**config.mk**
```make
export PLATFORM = sky130hd
export DESIGN_NAME = stream_pool
export DESIGN_NICKNAME = d
export VERILOG_FILES = /design/src/rtl/pool_pkg.sv /design/src/rtl/pool_lane.sv /design/src/rtl/stream_pool.sv
export SDC_FILE = /design/constraint.sdc
export NUM_CORES = 1
export LEC_CHECK = 0
export ABC_CLOCK_PERIOD_IN_PS = 4900
export BUFFER_PORTS_ARGS = -buffer_cell sky130_fd_sc_hd__buf_4
export CAP_MARGIN = 20
export CORE_ASPECT_RATIO = 0.7
export CORE_MARGIN = 2
export CORE_UTILIZATION = 42
export CTS_BUF_LIST = sky130_fd_sc_hd__clkbuf_4 sky130_fd_sc_hd__clkbuf_8
export DETAILED_ROUTE_END_ITERATION = 6
export PLACE_DENSITY = 0.74
export SLEW_MARGIN = 20
export SYNTH_ARGS = -nofsm -noshare
export SYNTH_HDL_FRONTEND = slang
export SYNTH_HIERARCHICAL = 1
export SYNTH_SLANG_ARGS = --single-unit
```
**constraint.sdc**
```tcl
create_clock -name clk -period 4.9 [get_ports clk]
set_input_delay 0.245 -clock clk [delete_from_list [all_inputs] [get_ports clk]]
set_output_delay 0.245 -clock clk [all_outputs]
set_load 0.01 [all_outputs]
```
**src/rtl/pool_pkg.sv**
```systemverilog
// Shared definitions for the streaming pooling unit.
//   pool_clog2     : ceil(log2(value)), usable in constant expressions
//   POOL_MODE_MAX  : mode encoding for max pooling
//   POOL_MODE_AVG  : mode encoding for average pooling
//   pool_smax      : signed max of two values, carried at POOL_MAX_W bits
//                    so that any DATA_WIDTH up to 64 can use it
package pool_pkg;

  localparam logic POOL_MODE_MAX = 1'b0;
  localparam logic POOL_MODE_AVG = 1'b1;

  localparam int POOL_MAX_W = 64;

  function automatic int pool_clog2(input int value);
    int result;
    result = 0;
    while ((1 << result) < value) begin
      result = result + 1;
    end
    return result;
  endfunction

  // Ties return the common value, so the choice of branch is irrelevant.
  function automatic logic signed [POOL_MAX_W-1:0] pool_smax(
    input logic signed [POOL_MAX_W-1:0] a,
    input logic signed [POOL_MAX_W-1:0] b
  );
    return (a > b) ? a : b;
  endfunction

endpackage

```
**src/rtl/pool_lane.sv**
```systemverilog
// One channel of the pooling unit: running max accumulator, optional running
// sum, and the registered pooled result for this lane.
// Optional feature macro: AVG_POOL_EN (adds i_mode and the sum datapath).
// Ports:
//   clk, rst  : clock, synchronous active-high reset
//   i_beat    : an input beat is accepted this cycle
//   i_first   : the accepted beat is the first of a window
//   i_last    : the accepted beat is the last of a window
//   i_data    : this lane's element (signed)
//   i_mode    : (AVG_POOL_EN only) pooling mode, sampled with the first beat
//   o_data    : pooled result register for this lane
module pool_lane
  import pool_pkg::*;
#(
  parameter int DATA_WIDTH = 32
`ifdef AVG_POOL_EN
  ,
  parameter int WINDOW_SIZE = 4
`endif
) (
  input  logic                         clk,
  input  logic                         rst,
  input  logic                         i_beat,
  input  logic                         i_first,
  input  logic                         i_last,
  input  logic signed [DATA_WIDTH-1:0] i_data,
`ifdef AVG_POOL_EN
  input  logic                         i_mode,
`endif
  output logic        [DATA_WIDTH-1:0] o_data
);

  logic signed [DATA_WIDTH-1:0] r_acc;
  logic        [DATA_WIDTH-1:0] r_out;
  logic signed [DATA_WIDTH-1:0] w_max;
  logic signed [DATA_WIDTH-1:0] w_acc_next;
  logic        [DATA_WIDTH-1:0] w_result;

  assign w_max = DATA_WIDTH'(pool_smax(POOL_MAX_W'(r_acc), POOL_MAX_W'(i_data)));

  // The first beat overwrites whatever the previous window left behind.
  assign w_acc_next = i_first ? i_data : w_max;

`ifdef AVG_POOL_EN
  localparam int SHIFT = 2 * pool_clog2(WINDOW_SIZE);
  localparam int SUM_W = DATA_WIDTH + SHIFT;

  logic signed [SUM_W-1:0] r_sum;
  logic signed [SUM_W-1:0] w_data_ext;
  logic signed [SUM_W-1:0] w_sum_next;
  logic                    r_mode;
  logic                    w_mode_eff;

  assign w_data_ext = SUM_W'(i_data);
  assign w_sum_next = i_first ? w_data_ext : (r_sum + w_data_ext);

  // Mode is latched on the first beat; later changes are ignored.
  assign w_mode_eff = i_first ? i_mode : r_mode;

  // Arithmetic right shift then truncate == take the top DATA_WIDTH bits
  // of the sum; this floors toward negative infinity.
  assign w_result = (w_mode_eff == POOL_MODE_AVG) ? w_sum_next[SHIFT +: DATA_WIDTH]
                                                  : w_acc_next;

  always_ff @(posedge clk) begin
    if (rst) begin
      r_sum  <= '0;
      r_mode <= POOL_MODE_MAX;
    end else if (i_beat) begin
      r_sum <= w_sum_next;
      if (i_first) begin
        r_mode <= i_mode;
      end
    end
  end
`else
  assign w_result = w_acc_next;
`endif

  always_ff @(posedge clk) begin
    if (rst) begin
      r_acc <= '0;
      r_out <= '0;
    end else if (i_beat) begin
      r_acc <= w_acc_next;
      if (i_last) begin
        r_out <= w_result;
      end
    end
  end

  assign o_data = r_out;

endmodule

```
**src/rtl/stream_pool.sv**
```systemverilog
// Sequential channel-parallel pooling unit. Reduces WINDOW_SIZE*WINDOW_SIZE
// consecutive accepted beats into one pooled value per channel, with a
// valid/ready stream on both sides and a single output holding register.
// Optional feature macro: AVG_POOL_EN (adds the mode port; 0 = max, 1 = avg).
// Ports:
//   clk, rst   : clock, synchronous active-high reset
//   in_valid   : input beat present
//   in_ready   : unit accepts a beat (!out_valid || out_ready)
//   in_data    : CHANNELS lanes, lane k at [k*DATA_WIDTH +: DATA_WIDTH]
//   out_valid  : pooled result present
//   out_ready  : consumer accepts the result
//   out_data   : pooled result, same lane packing as in_data
//   mode       : (AVG_POOL_EN only) pooling mode for the next window
module stream_pool
  import pool_pkg::*;
#(
  parameter int WINDOW_SIZE = 4,
  parameter int DATA_WIDTH  = 32,
  parameter int FRAC_BITS   = 16,
  parameter int CHANNELS    = 4
) (
  input  logic                           clk,
  input  logic                           rst,
  input  logic                           in_valid,
  output logic                           in_ready,
  input  logic [CHANNELS*DATA_WIDTH-1:0] in_data,
  output logic                           out_valid,
  input  logic                           out_ready,
`ifdef AVG_POOL_EN
  input  logic                           mode,
`endif
  output logic [CHANNELS*DATA_WIDTH-1:0] out_data
);

  localparam int N     = WINDOW_SIZE * WINDOW_SIZE;
  localparam int CNT_W = pool_clog2(N);

  if (WINDOW_SIZE < 2) begin : g_bad_window
    $error("stream_pool: WINDOW_SIZE must be >= 2");
  end

  // FRAC_BITS only documents the fixed-point format; the datapath is
  // scale-invariant, but the format must still fit in the element.
  if (FRAC_BITS < 0 || FRAC_BITS >= DATA_WIDTH) begin : g_bad_frac
    $error("stream_pool: FRAC_BITS must lie in [0, DATA_WIDTH)");
  end

`ifdef AVG_POOL_EN
  if ((1 << pool_clog2(WINDOW_SIZE)) != WINDOW_SIZE) begin : g_bad_pow2
    $error("stream_pool: WINDOW_SIZE must be a power of two for averaging");
  end
`endif

  logic [CNT_W-1:0] r_cnt;
  logic             r_out_valid;
  logic             w_in_fire;
  logic             w_first;
  logic             w_last;

  // A new result may be loaded in the same cycle the old one is consumed.
  assign in_ready  = !r_out_valid || out_ready;
  assign w_in_fire = in_valid && in_ready;
  assign w_first   = (r_cnt == '0);
  assign w_last    = (r_cnt == CNT_W'(N - 1));

  always_ff @(posedge clk) begin
    if (rst) begin
      r_cnt <= '0;
    end else if (w_in_fire) begin
      r_cnt <= w_last ? '0 : (r_cnt + CNT_W'(1));
    end
  end

  always_ff @(posedge clk) begin
    if (rst) begin
      r_out_valid <= 1'b0;
    end else if (w_in_fire && w_last) begin
      r_out_valid <= 1'b1;
    end else if (out_ready) begin
      r_out_valid <= 1'b0;
    end
  end

  assign out_valid = r_out_valid;

  for (genvar gi = 0; gi < CHANNELS; gi++) begin : g_lane
    pool_lane #(
      .DATA_WIDTH (DATA_WIDTH)
`ifdef AVG_POOL_EN
      ,
      .WINDOW_SIZE(WINDOW_SIZE)
`endif
    ) u_lane (
      .clk    (clk),
      .rst    (rst),
      .i_beat (w_in_fire),
      .i_first(w_first),
      .i_last (w_last),
      .i_data (in_data[gi*DATA_WIDTH +: DATA_WIDTH]),
`ifdef AVG_POOL_EN
      .i_mode (mode),
`endif
      .o_data (out_data[gi*DATA_WIDTH +: DATA_WIDTH])
    );
  end

endmodule

```
# ---- Yosys cells after proc, flatten, opt, wreduce, memory -nomap -nowiden
# Cells that the tools add are included.
dict set report classes {
  n_addsub 1
  order_cmp 4
  n_eq_ne 1
  n_mux 11
  reduce_logical 7
}
# operator n
set op_table {}
lappend op_table {{$mux W32} 8}
lappend op_table {{$gt A32 B32 Y1} 4}
lappend op_table {{$add A4 B1 Y4 const B} 1}
lappend op_table {{$eq A4 B4 Y1 const B} 1}
lappend op_table {{$logic_not A4 Y1} 1}
lappend op_table {{$mux W4} 1}
lappend op_table {{$logic_and A1 B1 Y1} 2}
lappend op_table {{$mux W1} 2}
lappend op_table {{$reduce_and A2 Y1} 1}
lappend op_table {{$reduce_bool A2 Y1} 1}
lappend op_table {{$logic_not A1 Y1} 1}
lappend op_table {{$logic_or A1 B1 Y1} 1}
dict set report totals {
  reg_bits 261
  inputBits 132
}

# ---- Depth between registers and ports, before layout
dict set report depth {
  ltp_word 5
  ltp_mapped 11
  depth_no_buf 9
}

# ---- Hierarchy
# Netlist, hierarchy kept.
# mod instances cells_per_inst area_each_um2 seq_area_each_um2
set modules_own_cells {}
lappend modules_own_cells {pool_lane 4 454 3936.3 1281.2}
lappend modules_own_cells {stream_pool 1 33 265.3 100.1}

# ---- Least setup slack after synthesis
# Ideal clock, no wire load.
dict set report synth_path {
  path_type {reg-to-reg}
  from {register g_lane[0].u_lane.r_acc[19]}
  to {register g_lane[0].u_lane.r_out[0]}
  setup_time_ns 0.089
  arrival_ns 2.373
  required_ns 4.811
  path_slack_ns 2.438
  path_stages_with_launch 11
  path_buffers 2
  period_less_slack_ns 2.462
  cell_sequence {dfxtp_1 > ha_1 > a21oi_1 > o21ai_1 > a221o_1 > a2111oi_4 > and4b_1 > buf_6 > buf_12 > o21ai_2 > a311oi_2}
}
dict set report synth_via {
  elab_chain_len 3
}
# item line
set synth_lines {}
lappend synth_lines {{start: declaration} pool_lane.sv:33} ;# logic signed [DATA_WIDTH-1:0] r_acc;
lappend synth_lines {{start signal: assignment} pool_lane.sv:85} ;# r_acc <= w_acc_next;
lappend synth_lines {{$gt A32 B32 Y1} pool_pkg.sv:28} ;# return (a > b) ? a : b;
lappend synth_lines {{$mux W32} pool_pkg.sv:28}
lappend synth_lines {{$mux W32} pool_lane.sv:42} ;# assign w_acc_next = i_first ? i_data : w_max;
lappend synth_lines {{end signal: assignment} pool_lane.sv:87} ;# r_out <= w_result;
lappend synth_lines {{end: declaration} pool_lane.sv:34} ;# logic [DATA_WIDTH-1:0] r_out;
# No other way between the ends.
# A chain may end at the register's enable or synchronous reset.

# ---- Final worst setup path
dict set report layout_path {
  from {input port in_data[101]}
  to {register g_lane[3].u_lane.r_out[29]}
}
dict set report layout_via {
  elab_chain_len 3
}
# item line
set layout_lines {}
lappend layout_lines {{start: declaration} stream_pool.sv:26} ;# input logic [CHANNELS*DATA_WIDTH-1:0] in_data,
lappend layout_lines {{$gt A32 B32 Y1} pool_pkg.sv:28}
lappend layout_lines {{$mux W32} pool_pkg.sv:28}
lappend layout_lines {{$mux W32} pool_lane.sv:42}
lappend layout_lines {{end signal: assignment} pool_lane.sv:87}
lappend layout_lines {{end: declaration} pool_lane.sv:34}
# No other way between the ends.

==> reports/qor.yml <==
period_needed_ns: 3.638
ys_types: 41
clk_pin_slew_ns: 0.06
rows: 59
cts_inserted_buffers: 46
utilization_pct: 54.20
cts.sinks: 261
drv_cap: 0
critPathLaunchType: "input pin"
clock_skew_ns: 0.02290
layout_commonest_cell: "buf_4"
ys_seq_area_share_pct: 32.64
power_density_nw_per_um2: 274.6
die_x_um: 237.4
antenna_left: 0
worst_slack_ns: 1.262
dp_hpwl_um: 30830
stdcell_count: 2652
synth.net_count: 2111
peakVddDrop_v: 0.0001622
syn-cell-area_sq_um: 16010
grt_max_degree: 121
status: "completed"
fillCellCount: 3363
cts_tree: "yes"
grt.overflow.total: 0
grt_usage_pct: 23.50
hold_class: "input pin to register"
die_area_sq_um: 39720
vias: 15870
grt_pass1_vias: 15060
drt_first_iter_violations: 1350
path_class: "input pin to register"
drc: 0
rsz0062_at_grt: "false"
syn2layout_area_growth_pct: 26.45
synth-seq-cells: 261
post_cts_buffers: 0
tns_ns: 0
drive_gt1_share_pct: 25.51
grt_first_pass_wirelength_um: 78600
hold_violations: 0
max_freq_ghz: 0.2749
final_max_slew_viol_count: 0
root_buffer: "clkbuf_8"
setup_violations: 0
slew_headroom_pct: 25.83
yosys.area.top_type: "dfxtp_1"
drt-vias-per-instance: 5.983
clock_path_buffers: 3
finalCritPeriodShare_pct: 74.25
routed_wl_um: 48470
synthTopCellsByArea: "dfxtp_1 (33%), a311oi_2 (11%), ha_1 (10%)"
power_mw: 5.559
initial_core_util_pct: 42.86
dr.pass1.iters: 5
htree_levels: 2
yosys_warnings: 6
yosys_most_used_dff: "dfxtp_1"
io_pins: 262
cp_max_fo: 50
synth_area_per_cell_sq_um: 8.659
pre_cts_slack_ns: 1.356
placedCellCount: 2441
cts_resized: 0
io_buffers: 261
synth_edf_count: 0
gp_congestion: 0.8336
required_ns: 5.36
ys_async_sr_fraction_pct: 0
post_drt_wl_per_cell_um: 18.28
final_nets: 2392
die_h_um: 167.4
reg2reg_setup_slack_ns: 1.34
p_leak_nw: 8.517
antenna_found_initial: 4
insertion_delay_ns: 0.56
cp-end-kind: "register"
synth_top_area_share_pct: 32.64
coreArea_sq_um: 37350
arrival_ns: 4.10
tightest_slew_ns: 1.110
netlist_instances: 1849
final_cell_mix: "buf_4 (291), dfxtp_1 (261), a21oi_1 (181), nand4_1 (152), nand3_1 (145)"
==> worst paths after layout <==
kind,from,to,depth (start not counted)
min reg2reg,g_lane[0].u_lane/r_acc[26],g_lane[0].u_lane/r_acc[26],2
min,out_ready,r_cnt[0],4
max,in_data[101],g_lane[3].u_lane/o_data[29],12
max reg2reg,g_lane[3].u_lane/r_acc[5],g_lane[3].u_lane/o_data[29],9
==> routing by layer <==
metal	wire length [um]	track usage [%]	up-vias	part of all wire [%]
met2	21800	36.76	632	45
met3	3506	4.616	92	7.2
met1	22170	33.01	7591	46
met5	0	0	-	0
met4	982	6.289	0	2.0
li1	-	-	7553	-
==> worst max-delay path, cell delays in order <==
cell and delay [ns]:
dlygate4sd3_1 0.55, buf_4 0.12, inv_1 0.04, ha_1 0.29, a21oi_1 0.18, o21ai_0 0.11, a221o_1 0.34, o31ai_1 0.58
a21o_1 0.52, buf_4 0.55, nand3_1 0.21, a311oi_2 0.33
==> per-stage QoR <==
step | hold slack (ns) | instance area [sq um]
floorplan | 0.3141 | 16010
global placement | 0.4725 | 17910
detailed placement | 0.4783 | 17910
CTS | 0.05693 | 20230
global route | 0.1054 | 20250
finish | 0.1004 | 20250
==> report_power, final <==
part	total [mW]	leakage [nW]	internal (mW)	switching, mW
Combinational	1.01	5.85	0.404	0.605
Clock	2.28	0.543	1.34	0.935
Sequential	2.27	2.12	2.20	0.0696
Total	5.56	8.52	3.95	1.61
==> what timing repair did <==
item / 4_1_cts / 5_1_grt
endpoints found under the hold margin: 251 / 0
hold buffers: 129 / 0
setup endpoints to repair: 0 / 0
==> flip-flops by register name, indices dropped and copies added (netlist names) <==
| signal | cells |
|---|---|
| g_lane.u_lane/o_data | 128 |
| g_lane.u_lane/r_acc | 128 |
| r_cnt | 4 |
| out_valid | 1 |
==> cells in the mapped netlist (28+ instances only) <==
master,n
o21ai_2,40
ha_1,130
nand4_1,152
o31ai_1,133
nor2_1,138
inv_1,140
nand3_1,145
o21ai_1,76
buf_4,28
a21oi_1,181
clkbuf_1,100
a311oi_2,112
dfxtp_1,261
==> area by class of cell <==
type	instances	area [sq um]	area share, %
diodes	4	10.01	0.04944
clock buffers	72	922.1	4.555
clock inverters	6	105.1	0.5191
inverters	141	529.3	2.614
multi-input cells	1255	9273	45.80
flip-flops and latches	261	5225	25.81
well taps	488	610.6	3.016
repair buffers	425	3571	17.64
==> logic make-up after synthesis <==
group                      share of synthesized area [%]
AOI/OAI and AO/OA                                  31.32
adders and majority gates                          10.16
buffers and inverters                              9.839
DFF                                                32.64
and+or+nand+nor                                    16.04
Power figures use the tool's default switching activity.
